`src/rtl/div_seq_if.sv`:
```
// Handshake bundle between the EXE stage and the sequential divider.
// master: EXE-stage side driving requests; slave: the divider.
interface div_seq_if #(
  parameter int unsigned DATA_W = 32
);
  logic              div_req;
  logic              div_signed;
  logic [DATA_W-1:0] div_src1;
  logic [DATA_W-1:0] div_src2;
  logic              div_ack;
  logic              div_flush;
  logic              div_stall;
  logic              div_done;
  logic [DATA_W-1:0] div_quot;
  logic [DATA_W-1:0] div_rem;

  modport master (
    output div_req, div_signed, div_src1, div_src2, div_ack, div_flush,
    input  div_stall, div_done, div_quot, div_rem
  );

  modport slave (
    input  div_req, div_signed, div_src1, div_src2, div_ack, div_flush,
    output div_stall, div_done, div_quot, div_rem
  );
endinterface

```
`src/rtl/div_seq.sv`:
```
// Sequential restoring divider for DIV/DIVU in the EXE stage.
// One shift-subtract step per cycle on operand magnitudes; the sign fix-up
// is folded into the edge that completes the final iteration.
module div_seq #(
  parameter int unsigned DATA_W = 32
) (
  input  logic      clk,
  input  logic      reset,
  div_seq_if.slave  bus
);

  localparam int unsigned     CNT_W     = (DATA_W > 1) ? $clog2(DATA_W) : 1;
  localparam logic [CNT_W-1:0] LAST_ITER = CNT_W'(DATA_W - 1);

  typedef enum logic [1:0] {
    IDLE = 2'd0,
    CALC = 2'd1,
    DONE = 2'd2
  } state_t;

  state_t state_q, state_d;

  logic [CNT_W-1:0]  cnt_q;
  logic [DATA_W-1:0] dvd_q;      // dividend magnitude, shifts left, collects quotient bits
  logic [DATA_W-1:0] part_q;     // partial remainder
  logic [DATA_W-1:0] dsr_q;      // divisor magnitude
  logic [DATA_W-1:0] src1_q;     // dividend as latched, returned as remainder on divide-by-zero
  logic              sign1_q;    // remainder takes the dividend sign
  logic              neg_quot_q; // quotient negated when operand signs differ
  logic [DATA_W-1:0] quot_q;
  logic [DATA_W-1:0] rem_q;

  logic              accept;
  logic              last_iter;
  logic              src1_neg;
  logic              src2_neg;
  logic [DATA_W-1:0] abs1;
  logic [DATA_W-1:0] abs2;
  logic [DATA_W:0]   shifted;
  logic [DATA_W:0]   trial;
  logic              qbit;
  logic [DATA_W-1:0] part_nx;
  logic [DATA_W-1:0] dvd_nx;
  logic [DATA_W-1:0] quot_fix;
  logic [DATA_W-1:0] rem_fix;

  // Accept / last-iteration qualifiers and operand magnitudes.
  always_comb begin
    accept    = (state_q == IDLE) && bus.div_req && !bus.div_flush;
    last_iter = (state_q == CALC) && (cnt_q == LAST_ITER);
    src1_neg  = bus.div_signed && bus.div_src1[DATA_W-1];
    src2_neg  = bus.div_signed && bus.div_src2[DATA_W-1];
    abs1      = src1_neg ? ('0 - bus.div_src1) : bus.div_src1;
    abs2      = src2_neg ? ('0 - bus.div_src2) : bus.div_src2;
  end

  // Next-state logic; flush overrides every transition.
  always_comb begin
    state_d = state_q;
    unique case (state_q)
      IDLE:    if (bus.div_req) state_d = CALC;
      CALC:    if (last_iter)   state_d = DONE;
      DONE:    if (bus.div_ack) state_d = IDLE;
      default: state_d = IDLE;
    endcase
    if (bus.div_flush) state_d = IDLE;
  end

  // State register.
  always_ff @(posedge clk) begin
    if (reset) state_q <= IDLE;
    else       state_q <= state_d;
  end

  // One restoring step plus the final sign / divide-by-zero fix-up.
  // The fix-up operates on this step's results so the last iteration and
  // the correction share one edge.
  always_comb begin
    shifted = {part_q, dvd_q[DATA_W-1]};
    trial   = shifted - {1'b0, dsr_q};
    qbit    = ~trial[DATA_W];
    part_nx = qbit ? trial[DATA_W-1:0] : shifted[DATA_W-1:0];
    dvd_nx  = {dvd_q[DATA_W-2:0], qbit};
    if (dsr_q == '0) begin
      quot_fix = '1;
      rem_fix  = src1_q;
    end else begin
      quot_fix = neg_quot_q ? ('0 - dvd_nx)  : dvd_nx;
      rem_fix  = sign1_q    ? ('0 - part_nx) : part_nx;
    end
  end

  // Operand latch, iteration datapath and result registers.
  // The sign flags already include div_signed, so the mode itself is not kept.
  always_ff @(posedge clk) begin
    if (reset) begin
      cnt_q      <= '0;
      dvd_q      <= '0;
      part_q     <= '0;
      dsr_q      <= '0;
      src1_q     <= '0;
      sign1_q    <= 1'b0;
      neg_quot_q <= 1'b0;
      quot_q     <= '0;
      rem_q      <= '0;
    end else if (bus.div_flush) begin
      cnt_q <= '0;
    end else if (accept) begin
      cnt_q      <= '0;
      dvd_q      <= abs1;
      part_q     <= '0;
      dsr_q      <= abs2;
      src1_q     <= bus.div_src1;
      sign1_q    <= src1_neg;
      neg_quot_q <= src1_neg ^ src2_neg;
    end else if (state_q == CALC) begin
      dvd_q  <= dvd_nx;
      part_q <= part_nx;
      if (last_iter) begin
        cnt_q  <= '0;
        quot_q <= quot_fix;
        rem_q  <= rem_fix;
      end else begin
        cnt_q <= cnt_q + 1'b1;
      end
    end
  end

  // Handshake outputs.
  always_comb begin
    bus.div_stall = bus.div_req && (state_q != DONE);
    bus.div_done  = (state_q == DONE);
    bus.div_quot  = quot_q;
    bus.div_rem   = rem_q;
  end

endmodule
```
`src/flat_wrapper.sv`:
```
// flat-port wrapper written by rule: the top's interface ports become plain ports
module div_seq_flat 
#(
  parameter int unsigned DATA_W = 32
)
  (clk, reset, bus_div_req, bus_div_signed, bus_div_src1, bus_div_src2, bus_div_ack, bus_div_flush, bus_div_stall, bus_div_done, bus_div_quot, bus_div_rem);
  div_seq_if #(.DATA_W(DATA_W)) bus_i ();
  input  logic clk;
  input  logic reset;
  input wire logic [$bits(bus_i.div_req)-1:0] bus_div_req;
  input wire logic [$bits(bus_i.div_signed)-1:0] bus_div_signed;
  input wire logic [$bits(bus_i.div_src1)-1:0] bus_div_src1;
  input wire logic [$bits(bus_i.div_src2)-1:0] bus_div_src2;
  input wire logic [$bits(bus_i.div_ack)-1:0] bus_div_ack;
  input wire logic [$bits(bus_i.div_flush)-1:0] bus_div_flush;
  output wire logic [$bits(bus_i.div_stall)-1:0] bus_div_stall;
  output wire logic [$bits(bus_i.div_done)-1:0] bus_div_done;
  output wire logic [$bits(bus_i.div_quot)-1:0] bus_div_quot;
  output wire logic [$bits(bus_i.div_rem)-1:0] bus_div_rem;
  assign bus_i.div_req = bus_div_req;
  assign bus_i.div_signed = bus_div_signed;
  assign bus_i.div_src1 = bus_div_src1;
  assign bus_i.div_src2 = bus_div_src2;
  assign bus_i.div_ack = bus_div_ack;
  assign bus_i.div_flush = bus_div_flush;
  assign bus_div_stall = bus_i.div_stall;
  assign bus_div_done = bus_i.div_done;
  assign bus_div_quot = bus_i.div_quot;
  assign bus_div_rem = bus_i.div_rem;
  div_seq #(.DATA_W(DATA_W)) u_core (.clk(clk), .reset(reset), .bus(bus_i));
endmodule
```
`config.mk`:
```
export PLATFORM = sky130hd
export DESIGN_NAME = div_seq_flat
export DESIGN_NICKNAME = d
export VERILOG_FILES = /design/src/rtl/div_seq_if.sv /design/src/rtl/div_seq.sv /design/src/flat_wrapper.sv
export SDC_FILE = /design/constraint.sdc
export NUM_CORES = 1
export LEC_CHECK = 0
export CAP_MARGIN = 20
export CORE_MARGIN = 4
export CORE_UTILIZATION = 40
export DETAILED_ROUTE_END_ITERATION = 8
export GPL_ROUTABILITY_DRIVEN = 0
export PLACE_DENSITY_LB_ADDON = 0.25
export SLEW_MARGIN = 20
export SYNTH_ARGS = -nofsm -noshare
export SYNTH_HDL_FRONTEND = slang
export SYNTH_SLANG_ARGS = --single-unit
```
`constraint.sdc`:
```
create_clock -name clk -period 10.1 [get_ports clk]
set_input_delay 2.02 -clock clk [delete_from_list [all_inputs] [get_ports clk]]
set_output_delay 2.02 -clock clk [all_outputs]
set_load 0.01 [all_outputs]
```
==> impl_metrics.csv <==
group,metric,value,unit
critical_path,timing.rr.end,"u_core.bus.div_rem[30]",
synth,ys.flop_type,"dfxtp_1",
cells_and_area,layout.nets,1924,
clock_tree,cts_max_level,1,
critical_path,crit_type,"register to register",
synth,yosysUniqueCellTypes,80,
placed_design,placed_cells,2226,
cells_and_area,utilization,48.3,%
die,die_w,189,um
sta,relSlewSlack,26.3,%
pwr,power.density,139,nW/um^2
global_route,grt_pass1_wl,64800,um
placed_design,place_hpwl,29700,um
global_route,antenna_found_initial,0,
critical_path,r2r_cells,23,
clock_tree,ctsResizeCount,0,
clock_tree,cts.sinks,201,
synth,netlist_instances,1765,
critical_path,cp-start-kind,"register",
sta,grt_setup_unrepaired,"false",
critical_path,r2r_slack,3.87,ns
routing,wl_per_cell,17.9,um
routing,firstDrtPassIters,5,
clock_tree,cts_tree,"built",
synth,synth_top_area_cell,"dfxtp_1",
routing,detail-route-antenna-nets,0,
pwr,ir_drop,123,uV
global_route,grt.overflow.total,0,
routing,drtIter0Drc,1093,
synth,synth_nets,1874,
synth,avgSynthCellArea,7.39,um^2
placed_design,dp_slack,3.94,ns
job,max_cap_violations,0,
synth,synth_area_leaders,"dfxtp_1 (31%), nand2_1 (7.5%), nor2_1 (6.0%), a21oi_1 (5.5%), xor2_1 (5.2%)",
sta,slew_violations,0,
die,core_area,31900,um^2
critical_path,crit_path_top_delay_cell,"nor3_2",
sta,worst_slack,3.87,ns
pwr,total_power,2.14,mW
die,initial_utilization,40.9,%
critical_path,cp_max_fo,41,
critical_path,cp_cell_sequence,"inv_1 -> ha_1 -> inv_1 -> fa_1 -> a211oi_1 -> o211ai_1 -> nand4_1 -> a21oi_1 -> nor3_2 -> nor2_4 -> buf_4 -> inv_1 -> buf_4 -> o21ai_0 -> inv_1 -> ha_1 -> inv_1 -> or4_1 -> o31a_1 -> or3_1 -> nor4_1 -> mux2i_1 -> a31oi_1",
sta,fmax,0.160,GHz
worst_hold_path,min_to,"u_core.src1_q[27]",
worst_hold_path,hold_path_depth,2,
die,rows,65,
sta,hold_violations,0,
cells_and_area,layout.cells.non_filler,2266,
synth,async_flop_share,0,%
die,ios,136,
outcome,status,"completed",
synth,synth_most_common_cell,"nand2_1",
sta,min_period_over_period,61.7,%
cells_and_area,diodes,0,
synth,synth_edf_count,0,
sta,worst_pin_slew,1.10,ns
pwr,p_leak,5.55,nW
global_route,grt_pass1_vias,12064,
die,die_y,189,um
synth,syn-cell-area,13000,um^2
sta,finalCriticalPeriod,6.23,ns
critical_path,crit_required,10.45,ns
critical_path,cp.arrival,6.58,ns
clock_tree,cts.clk_slew.worst_paths,0.06,ns
synth,synth_top_area_share,30.9,%
critical_path,critPathTopFamily,"simple AND/OR/NAND/NOR gates",
synth,ys_warn_count,0,
cells_and_area,post_route_cells_drive_above_1_share,4.64,%
routing,wl,40700,um
synth,netlist_top_cells_count,"nand2_1 (262), nor2_1 (209), dfxtp_1 (201), a21oi_1 (144), o21ai_0 (104)",
global_route,grt_use_total,21.8,%
synth,ys_seq_area_share,30.9,%
clock_tree,cts_buffer_depth,3,
routing,drc,0,
clock_tree,post_cts_buffers,0,
clock_tree,clk_latency,0.50,ns
sta,fin_setup_tns,0,ns
routing,viasPerCell,5.87,
die,die-area,35600,um^2
critical_path,worst-path-buf-inv,7,
critical_path,r2r_start,"u_core.dvd_q[31]",
clock_tree,root_buffer,"clkbuf_16",
worst_hold_path,hp-class,"register to register",
critical_path,slowest_delay,0.58,ns
cells_and_area,syn_to_final_growth,18.0,%
critical_path,end_kind,"register",
clock_tree,numCtsBuffers,22,
placed_design,numPortBuffers,135,
global_route,grt_max_degree,90,
worst_hold_path,worstHoldStart,"u_core.src1_q[27]",
sta,setup_violations,0,
sta,skew,0.0139,ns
critical_path,path_common_cell,"inv_1",
clock_tree,cts_hold_buf,0,
synth,synth-seq-cells,201,
critical_path,startpoint,"u_core.dvd_q[31]",
routing,vias,13307,
worst max-delay path by stage:
stage	to	cells past startpoint	slack, ns
global placement	u_core.bus.div_rem[30]	23	4.18
finish	u_core.bus.div_rem[30]	23	3.87
global route	u_core.bus.div_rem[30]	23	3.40
floorplan	u_core.bus.div_rem[30]	23	4.87
CTS	u_core.bus.div_rem[30]	23	3.95
detailed placement	u_core.bus.div_rem[30]	23	3.94
kinds of logic (layout without fill, tap and decap cells):
kind of cell | Yosys count | count (layout) | synth area share, %
and+or+nand+nor | 665 | 665 | 22.9
xor gates and xnor gates | 133 | 133 | 8.93
adders and majority gates | 39 | 39 | 3.80
muxes | 34 | 34 | 2.70
buffers and inverters | 183 | 249 | 5.45
AOI/OAI and AO/OA | 510 | 510 | 25.4
DFF | 201 | 201 | 30.9
tightest hold or removal path, cell delays in order, from the launching register on:
cell     delay (ns)
dfxtp_1        0.31
nand2_1        0.05
a21oi_1        0.05
flip-flops by register name, indices dropped and copies added (netlist names):
| signal | flops |
|---|---|
| u_core.bus.div_quot | 32 |
| u_core.bus.div_rem | 32 |
| u_core.cnt_q | 5 |
| u_core.dsr_q | 32 |
| u_core.dvd_q | 32 |
| u_core.neg_quot_q | 1 |
| u_core.part_q | 32 |
| u_core.sign1_q | 1 |
| u_core.src1_q | 32 |
| u_core.state_q | 2 |
cells in the final DEF (no fill, tap or decap), drive strengths merged, types with 32 or more instances in the layout:
cell type / Yosys / routed
xor2: 77 / 77
nand2: 262 / 262
clkdlybuf4s50: 0 / 134
a211oi: 36 / 36
nor3: 33 / 33
a311oi: 50 / 50
clkbuf: 98 / 32
dfxtp: 201 / 201
ha: 38 / 38
xnor2: 56 / 56
a31oi: 52 / 52
a21oi: 145 / 145
nor2: 210 / 210
inv: 62 / 63
o21ai: 109 / 109
per-stage QoR:
| stage | cell area (um^2) | hold WS [ns] |
|---|---|---|
| after floorplan | 13000 | 0.432 |
| after global placement | 14600 | 0.443 |
| after detailed placement | 14600 | 0.446 |
| after CTS | 15400 | 0.456 |
| after global routing | 15400 | 0.476 |
| final | 15400 | 0.457 |
routing by layer:
metal	share of wire, %	global-route usage (%)	vias up
li1	-	-	6448
met1	47	32.0	6279
met2	43	33.4	510
met3	7.7	3.33	70
met4	2.5	5.66	0
met5	0	0	-
cell type report:
type                    instances  area, um^2
fillers                      3219       16500
multi-input cells            1381        8330
flip-flops and latches        201        4020
repair buffers                147        1440
clock buffers                  32         649
well taps                     435         544
inverters                      62         233
clock inverters                 8         169
where the power goes:
group / switching (mW) / leakage, nW / total [mW] / internal [mW]
sequential: 0.0296 / 1.63 / 0.848 / 0.818
combinational: 0.240 / 3.52 / 0.387 / 0.148
clock: 0.334 / 0.401 / 0.909 / 0.575
total: 0.603 / 5.55 / 2.14 / 1.54
Note: power is estimated with default switching activity, not from simulation.
